[src/rtl/divider_meter_pkg.sv]
// divider_meter_pkg: shared state encoding and default width for the period meter
package divider_meter_pkg;
    typedef enum logic [1:0] {IDLE, ARM, MEASURE} meter_state_e;
    localparam int DEF_CNT_W = 16;
endpackage

[src/rtl/sync_edge_detect.sv]
// sync_edge_detect: two-flop synchroniser with registered rising-edge pulse
module sync_edge_detect (
    input  logic clk,
    input  logic rst,
    input  logic sig_in,
    output logic pulse
);
    logic s1, s2, s3;
    always_ff @(posedge clk or negedge rst) begin
        if (!rst) {s1, s2, s3, pulse} <= '0;
        else      {s1, s2, s3, pulse} <= {sig_in, s1, s2, s2 & ~s3};
    end
endmodule

[src/rtl/divider_period_meter.sv]
// divider_period_meter: measures the period of a pulse train in clk cycles, with lock and overflow flags
module divider_period_meter
    import divider_meter_pkg::*;
#(
    parameter int CNT_W    = DEF_CNT_W,
    parameter int LOCK_CNT = 2
) (
    input  logic             clk,
    input  logic             rst,
    input  logic             start,
    input  logic             sig_in,
    output logic [CNT_W-1:0] period,
    output logic             period_valid,
    output logic             locked,
    output logic             overflow,
    output logic             busy
);
    localparam logic [CNT_W-1:0] CNT_MAX   = '1;
    localparam logic [3:0]       MATCH_TOP = 4'(LOCK_CNT - 1);

    meter_state_e     state, state_nx;
    logic [CNT_W-1:0] cnt;
    logic [3:0]       match_cnt, match_nx;
    logic             have_prev, pulse, arm_hit, meas_done, ovf_hit;

    sync_edge_detect u_sync (.clk(clk), .rst(rst), .sig_in(sig_in), .pulse(pulse));

    // start overrides any edge or saturation seen in the same cycle
    assign arm_hit   = state == ARM && pulse && !start;
    assign meas_done = state == MEASURE && pulse && !start;
    assign ovf_hit   = state == MEASURE && !pulse && !start && cnt == CNT_MAX;
    assign match_nx  = (have_prev && cnt == period) ? (match_cnt == MATCH_TOP ? match_cnt : match_cnt + 4'd1) : 4'd0;
    assign busy      = state != IDLE;

    always_comb begin
        state_nx = state;
        state_nx = start ? ARM : arm_hit ? MEASURE : ovf_hit ? IDLE : state;
    end

    always_ff @(posedge clk or negedge rst) begin
        if (!rst) state <= IDLE;
        else      state <= state_nx;
    end

    always_ff @(posedge clk or negedge rst) begin
        if (!rst) begin
            cnt          <= '0;
            period       <= '0;
            period_valid <= 1'b0;
            match_cnt    <= '0;
            have_prev    <= 1'b0;
            locked       <= 1'b0;
            overflow     <= 1'b0;
        end else begin
            period_valid <= meas_done;
            if (start) begin
                cnt       <= '0;
                match_cnt <= '0;
                have_prev <= 1'b0;
                locked    <= 1'b0;
                overflow  <= 1'b0;
            end else if (arm_hit) begin
                cnt <= CNT_W'(1);
            end else if (meas_done) begin
                period    <= cnt;
                cnt       <= CNT_W'(1);
                match_cnt <= match_nx;
                have_prev <= 1'b1;
                locked    <= match_nx == MATCH_TOP;
            end else if (ovf_hit) begin
                overflow <= 1'b1;
                locked   <= 1'b0;
            end else if (state == MEASURE) begin
                cnt <= cnt + CNT_W'(1);
            end
        end
    end
endmodule

[config.mk]
export PLATFORM = sky130hd
export DESIGN_NAME = divider_period_meter
export DESIGN_NICKNAME = d
export VERILOG_FILES = /design/src/rtl/divider_meter_pkg.sv /design/src/rtl/sync_edge_detect.sv /design/src/rtl/divider_period_meter.sv
export SDC_FILE = /design/constraint.sdc
export NUM_CORES = 1
export LEC_CHECK = 0
export CORE_ASPECT_RATIO = 0.9
export CORE_MARGIN = 5
export CORE_UTILIZATION = 29
export DETAILED_ROUTE_END_ITERATION = 8
export PLACE_DENSITY = 0.46
export SYNTH_ARGS = -nofsm -noshare
export SYNTH_HDL_FRONTEND = slang
export SYNTH_SLANG_ARGS = --single-unit
[constraint.sdc]
create_clock -name clk -period 4.1 [get_ports clk]
set_clock_uncertainty 0.05 [all_clocks]
set_input_delay 0.82 -clock clk [delete_from_list [all_inputs] [get_ports clk]]
set_output_delay 0.82 -clock clk [all_outputs]
set_load 0.005 [all_outputs]
* Word-level counts from Yosys, hierarchy flattened
Index checks and enable logic that the tools add are counted. Widths: inputs -> output; s select.
Cells by class: add/subtract/negate cells 2, eq/ne operators 9, muxes and demuxes 24, bitwise gates (word level) 4, reductions and logical operators 21
Operators with widths (number):
- $mux 16 | 5
- $mux 4 | 5
- $add 16x1->16 const B | 1
- $eq 16x16->1 | 1
- $eq 16x16->1 const B | 1
- $mux 1 | 11
- $eq 4x1->1 const B | 2
- $logic_and 1x1->1 | 8
- $mux 2 | 3
- $reduce_and 2->1 | 3
- $reduce_and 3->1 | 2
- $reduce_bool 2->1 | 3
- $reduce_bool 3->1 | 2
- $add 4x1->4 const B | 1
- $ne 2x2->1 const B | 2
- $ne 4x4->1 const B | 1
- $reduce_bool 4->1 | 1
- $not 1->1 | 3
- $eq 2x1->1 const B | 1
- $eq 2x2->1 const B | 1
- $logic_not 1->1 | 2
- $and 1x1->1 | 1
Storage, ports and cells: register bits 46, output and inout bits 20, logic and storage cells 72

* Longest topological paths before layout
Gate-level depths: netlist of run 1.
depth after elaboration 8, mapped depth 7, depth with buffers taken out 7

* Hierarchy
From an unflattened synthesis of run 1, not the netlist that was laid out.
Unflattened totals: cells, all modules 234, area total of the unflattened synthesis 2448.6 um^2
Modules (own cells, without submodules):
- divider_period_meter | times used 1, cells an instance 229, area each 2334.7 um^2, sequential area each 1051.0 um^2
- sync_edge_detect | times used 1, cells an instance 5, area each 113.9 um^2, sequential area each 100.1 um^2

* Least setup slack after synthesis of run 1
No wires, ideal clock.
path type input -> register, start input start, end register cnt[0], setup time 0.104 ns, arrival 1.822 ns, data required time 3.946 ns, path slack 2.124 ns, cell stages on the path 5, path through nor3b_1 > nand4_2 > o211ai_1 > o21ai_0 > a221oi_1
On the way: word-level cells in the longest chain between the ends 5, elaborated cells between the ends (all ways) 11, classes of those cells 1 x eq/ne; 3 x mux; 7 x reduce/logical
RTL lines:
- from (decl) | RTL line divider_period_meter.sv:10 | input logic start,
- $logic_not 1->1 | RTL line divider_period_meter.sv:29, divider_period_meter.sv:30, divider_period_meter.sv:31
- $logic_and 1x1->1 (on tied branches) | RTL line divider_period_meter.sv:31, divider_period_meter.sv:30
- $logic_and 1x1->1 / $mux 16 (equally long branches) | RTL line divider_period_meter.sv:31, divider_period_meter.sv:64
- $ne 4x4->1 (no line) / $mux 16 (equally long branches)
- $reduce_and 2->1 (no line) / $mux 16 (equally long branches)
- to (signal assigned) | RTL line divider_period_meter.sv:74 | cnt <= cnt + CNT_W'(1);
- to (decl) | RTL line divider_period_meter.sv:22 | logic [CNT_W-1:0] cnt;
Several ways; a longest one is shown, not always the timed one. A chain may end at the register's enable or synchronous reset.

* Worst setup path after layout of run 1
start input start, end register cnt[6]
The elaborated chain is that of the path after synthesis.

==> results.md, run 1 <==
* Post-detailed-route DRC marker count at 0
* Largest net degree at the start of global routing at between 40 and 50
* Crit end category: register
* Share of layout cells above drive strength 1 at between 10% and 20%
* FF-to-FF Start: cnt[0]
* Flop2flop setup slack at 1.85 ns
* PD cells at 293 nW/µm²
* Async S/R FF share, synth at 100%
* Fin Setup TNS at 0 ns
* First-pass GRT wire length at about 9.3 mm
* RSZ-0062 raised after global routing: no
* FF-to-FF path depth at 6
* Final period util at between 60 and 70%
* Routed len/inst at around 15 µm
* Overall Global Routing Usage at ~11%
* Net Sw Frac at roughly a quarter
* I/O Buffers at 23
* Post-cts sizing count at 0
* TritonCTS clock tree: done
* NetSw at around 210 µW
* Cell taking the most area after synthesis: dfrtp_1
* Clock buffer depth at 2
* Clock Latency Late Sink at about 0.30 ns
* Syn Area/Cell at about 10 µm²
* Vias in the first global route at ~1700
* Final Hold Fails at 0
* Fin. max-slew vios at 0
* Top-count cell post-synth: dfrtp_1
* Crit-path max FO at 14
* Worst vdd ir at roughly 0.13 mV
* Total wire length at roughly 5.5 mm
* Initial Utilization at about 30%
* Core Area at 8110 µm²
* Seq pwr share at 57.0%
* Worst EP required at about 4.3 ns
* CTS sink cnt at between 40 and 50
* H-tree Lvls at 2
* HPWL after detailed placement at ~3.9 mm
* Chip width at roughly 110 µm
* Post-synthesis sequential area ratio at between 40 and 50%
* Slew @ Worst Pin at 1.07 ns
* Post-synth top area share at 47.4%
* Gr ovfl total at 0
* Top cells by area, synth: dfrtp_1, mux2_2, xnor2_1
* Reg clk slew, reported paths at around 0.090 ns
* Maxcap violations at 0
* Netlist cell types at 48
* Root buffer cell: clkbuf_8
* Fmax at ~370 MHz
* Post-CTS Setup Bufs at 0
* Row Count at 31
* Hold Crit Class: reg2reg
* Gp weighted congestion at between 0.7 and 0.8
* Lkg Pwr at approximately 0.0012 µW
* Syn nets at 242
* Final Cell Area at about 2800 µm²
* R2R Path End: cnt[6]
* Critical path type: in2reg
* Antenna violations before repair at 0
* P_int at a little over 600 µW
* Cts hold-fix bufs at 0
* Register bit total from synthesis at 46
* Die area at around 10000 µm²
* Antenna diodes at 0
* Synthesized area at approximately 2400 µm²
* Clock network power share at between 30% and 40%
* Setup violators final at 0
* Worst Hold End: u_sync.s2
* Power, Total at between 800 and 900 µW
* Final nets at around 260
* I/O pins at 24
* Post-synth top cells: dfrtp_1, nand2_1, mux2_2, xnor2_1, a21oi_1
* Area after DPL at 2740 µm²
* DR vias/cell at a little under 5
* Final period demand of the worst path at 2.72 ns
* Hold path depth at 0
* Routed Antenna Nets at 0
* Iter 0 DRT Violations at 45
* Arrival @ worst endpoint at slightly below 3 ns
* Number of synthesis warnings at 0
* Die height at about 97 µm
* Area Growth Syn to Fin at 16.4%
* Slew margin rel. at roughly 29%
* EDFF count, synth at 0
* Iteration count of the initial detailed-routing pass at 4
* CP Launch Type: input port
* TritonCTS Buffers at 5
* Worst hold start: u_sync.s1
* Synth Flop Type: dfrtp_1
* Syn Inst Count at approximately 240
* Run status: finished clean
* Total number of vias at roughly 1800
* Comb power frac at under 10%
## layer usage
| layer | GRT usage (%) | vias up | wire length, µm |
|---|---|---|---|
| li1 | - | 878 | - |
| met1 | 18.0 | 844 | 3060 |
| met2 | 15.1 | 30 | 2200 |
| met3 | 2.46 | 5 | 194 |
| met4 | 2.95 | 0 | 53 |
| met5 | 0 | - | 0 |
## cell type report
class | instances | area [µm²]
inverters | 9 | 33.8
clock inverters | 1 | 5.00
multi-input cells | 169 | 1190
fillers | 829 | 5280
well taps | 99 | 124
clock buffers | 7 | 86.3
repair buffers | 25 | 240
flip-flops and latches | 46 | 1150
## cells by family (layout without fill, tap and decap cells)
family	after synthesis	in the layout	share of synthesized area, %
AND/OR/NAND/NOR	79	79	18.3
AO/OA/AOI/OAI	47	47	12.9
flip-flops	46	46	47.4
XOR/XNOR	23	23	8.29
buffers and inverters	20	42	3.71
multiplexers	17	17	7.88
adder cells (fa/ha/maj)	3	3	1.54
## layout by cell type (no fill, tap or decap), drive strengths merged, types with 2 or more instances in the layout
cell type,instances
and3,2
nand2,24
xor2,6
or4,2
nand2b,2
mux2,17
o211ai,5
buf,3
dfrtp,46
clkbuf,7
nor3,5
and2,2
o21ai,12
a31oi,3
o31ai,3
a21oi,13
a21o,3
ha,3
nor3b,3
nor2,13
or3,6
clkdlybuf4s50,22
xnor2,17
nand3,8
nand4,6
inv,9
## worst max-delay path by stage
stage	endpoint	cells past startpoint	from	slack (ns)
2_1_floorplan	cnt[0]	5	start	2.12
6_report	cnt[6]	7	start	1.38
3_3_place_gp	cnt[6]	7	start	1.15
3_5_place_dp	cnt[4]	7	start	1.08
4_1_cts	cnt[4]	7	start	1.37
5_1_grt	cnt[4]	7	start	1.15
## state kept, by name, summed over array words and instances (netlist names)
name and count:
cnt 16, have_prev 1, locked 1, match_cnt 4
overflow 1, period 16, period_valid 1, state 2
u_sync.pulse 1, u_sync.s1 1, u_sync.s2 1, u_sync.s3 1
## worst max-delay path, stage by stage
cell             delay, ns
clkdlybuf4s50_1       0.40
buf_4                 0.19
nor3b_1               0.31
nand4_2               0.26
o21ai_1               0.57
o21ai_0               0.19
a21oi_1               0.14
## metrics by stage
| step | hold slack [ns] | cells | util, % | setup slack [ns] |
|---|---|---|---|---|
| after floorplan | 0.281 | 235 | - | 2.12 |
| after global routing | 0.325 | 356 | 34.9 | 1.15 |
| final | 0.306 | 356 | 34.9 | 1.38 |
| after CTS | 0.308 | 356 | 34.9 | 1.37 |
| after global placement | 0.283 | 348 | 33.8 | 1.15 |
| after detailed placement | 0.286 | 348 | 33.8 | 1.08 |
## power by group through the flow
| stage | registers (µW) | clock network, µW | logic [µW] |
|---|---|---|---|
| detailed placement | 482 | 0 | 64.6 |
| global route | 475 | 324 | 71.5 |
| global placement | 482 | 0 | 64.2 |
| floorplan | 476 | 0 | 40.8 |
| finish | 473 | 294 | 62.7 |
| CTS | 473 | 304 | 64.9 |
No activity file was read; power rests on OpenSTA's default activity.
==> run 2: changes to the inputs <==
==> constraint.sdc (replaced) <==
create_clock -name clk -period 2.76 [get_ports clk]
set_clock_uncertainty 0.05 [all_clocks]
set_input_delay 0.552 -clock clk [delete_from_list [all_inputs] [get_ports clk]]
set_output_delay 0.552 -clock clk [all_outputs]
set_load 0.005 [all_outputs]
==> run 2 against run 1 <==
First-iteration DRC count increased by 130%. Register-to-register slack got worse by 1.2 ns. Critical path type is now reg2reg. Highest routed layer unchanged. Largest cell class unchanged. Non-clock buffer count increased by 6. Routed wire length increased by 0.51%. Total power increased by 74%.
==> results.md, run 2 (same netlist as run 1, synthesis figures left out) <==
* CP Launch Type: register
* Fin. max-slew vios at 0 (unchanged)
* Run status: finished clean
* I/O pins at 24 (unchanged)
* DR vias/cell at 4.99 (+1.1%)
* Largest net degree at the start of global routing at 47 (unchanged)
* Fmax at 470 MHz
* Area Growth Syn to Fin at 20.9%
* Overall Global Routing Usage at 11.1% (-0.18 points)
* Final period util at just under 80%
* Worst EP required at 2.91 ns (-1.37 ns)
* Row Count at 31 (unchanged)
* Total wire length at 5.53 mm (+0.51%)
* Power, Total at 1440 µW (+74%)
* Root buffer cell: clkbuf_8
* Post-CTS Setup Bufs at 0 (unchanged)
* Reg clk slew, reported paths at 0.09 ns (about the same)
* Worst vdd ir at 0.208 mV (+63%)
* Crit end category: register
* Metal2 WL at 2.23 mm (+1.4%)
* Clock buffer depth at 2 (unchanged)
* H-tree Lvls at 2 (unchanged)
* Final Hold Fails at 0 (unchanged)
* Post-cts sizing count at 0 (unchanged)
* Final worst setup slack at 0.634 ns (-0.749 ns)
* Gp weighted congestion at 0.772 (+2.4%)
* TritonCTS Buffers at 5 (unchanged)
* Fillers at 810 (-2.3%)
* Lkg Pwr at 0.00124 µW (+4.8%)
* Iteration count of the initial detailed-routing pass at 4 (unchanged)
* CTS sink cnt at 46 (unchanged)
* Met3 WL post-DR at 165 µm (-15%)
* Critical path type: reg2reg
* Regs by FF count: cnt (16), period (16), match_cnt (4)
* Iter 0 DRT Violations at 104 (+130%)
* HPWL after detailed placement at 3.92 mm (+1.1%)
* Routed len/inst at 15.3 µm (-1.2%)
* Cts hold-fix bufs at 0 (unchanged)
* Setup violators final at 0 (unchanged)
* Antenna violations before repair at 0 (unchanged)
* Slew @ Worst Pin at 0.661 ns (-0.408 ns)
* Gr ovfl total at 0 (unchanged)
* M1 WL at 3.10 mm (+1.2%)
* I/O Buffers at 23 (unchanged)
* RSZ-0062 raised after global routing: no
* Worst slack, placed at 0.356 ns (-0.721 ns)
* Commonest non-fill, non-tap cell in the layout: dfrtp_1
* Commonest non-fill, non-tap cells in the layout: dfrtp_1, nand2_1, clkdlybuf4s50_1
* Fin Setup TNS at 0 ns (unchanged)
* Initial Utilization at 30.0% (unchanged)
* Top Layer Used: met4
* Total number of vias at 1807 (+2.8%)
* Die area at 10300 µm² (unchanged)
* Share of layout cells above drive strength 1 at 16.7% (+2.3 points)
* Arrival @ worst endpoint at 2.27 ns (-0.62 ns)
* Final period demand of the worst path at around 2.1 ns
* PD cells at 491 nW/µm² (+67%)
* TritonCTS clock tree: done
* Slew margin rel. at 55.6% (+27 points)
* Core Area at 8110 µm² (unchanged)
* Hold Crit Class: in2async
* Chip width at 106 µm (unchanged)
* Clock Latency Late Sink at 0.30 ns (about the same)
* Antenna diodes at 0 (unchanged)
* Routed Antenna Nets at 0 (unchanged)
* First-pass GRT wire length at 9.16 mm (-1.5%)
* Die height at 96.8 µm (unchanged)
* Final nets at 269 (+2.3%)
* Crit-path max FO at 6 (-8)
* Vias in the first global route at 1694 (-1.9%)
* Maxcap violations at 0 (unchanged)
* Post-detailed-route DRC marker count at 0 (unchanged)
==> run 2: critical path, cell delays in order, from the launching register on <==
cell	delay, ns
dfrtp_1	0.46
ha_1	0.26
nand2_1	0.15
or3_4	0.41
nor4b_4	0.35
a31oi_1	0.13
a41o_1	0.21
==> run 2: per-layer routing <==
layer  vias up  global-route usage [%]
met1       881                    18.3
li1        887                       -
met5         -                       0
met3         4                    2.26
met2        35                    14.4
met4         0                    2.65
==> run 2: final cells by class <==
| class | instances | area [µm²] | share of cell area (%) |
|---|---|---|---|
| clock buffers | 6 | 82.6 | 2.81 |
| clock inverters | 2 | 60.1 | 2.04 |
| inverters | 9 | 33.8 | 1.15 |
| multi-input cells | 169 | 1190 | 40.5 |
| flip-flops and latches | 46 | 1150 | 39.2 |
| well taps | 99 | 124 | 4.22 |
| repair buffers | 31 | 298 | 10.1 |
==> run 2: final timing paths <==
check	start	end	slack [ns]	depth (start not counted)
max	cnt[1]	cnt[14]	0.63	6
min	rst	period[4]	0.17	2
max reg2reg	cnt[1]	cnt[14]	0.63	6
min reg2reg	u_sync.s1	u_sync.s2	0.31	0
max in group asynchronous	rst	u_sync.pulse	2.27	2
min in group clk	u_sync.s1	u_sync.s2	0.31	0
==> run 2: power by group <==
| group | leakage (µW) | switching [µW] | internal [µW] | total, µW |
|---|---|---|---|---|
| Combinational | 0.000541 | 66.3 | 46.9 | 113 |
| Sequential | 0.000628 | 15.3 | 685 | 700 |
| Clock | 0.0000714 | 243 | 386 | 629 |
| Total | 0.00124 | 324 | 1120 | 1440 |
==> run 2: through the flow <==
stage | hold WS (ns) | instances | area (µm²) | utilization, %
after floorplan | 0.206 | 235 | 2430 | -
after CTS | 0.178 | 362 | 2940 | 36.2
after detailed placement | 0.287 | 354 | 2800 | 34.5
after global routing | 0.179 | 362 | 2940 | 36.2
final | 0.170 | 362 | 2940 | 36.2
after global placement | 0.282 | 354 | 2800 | 34.5
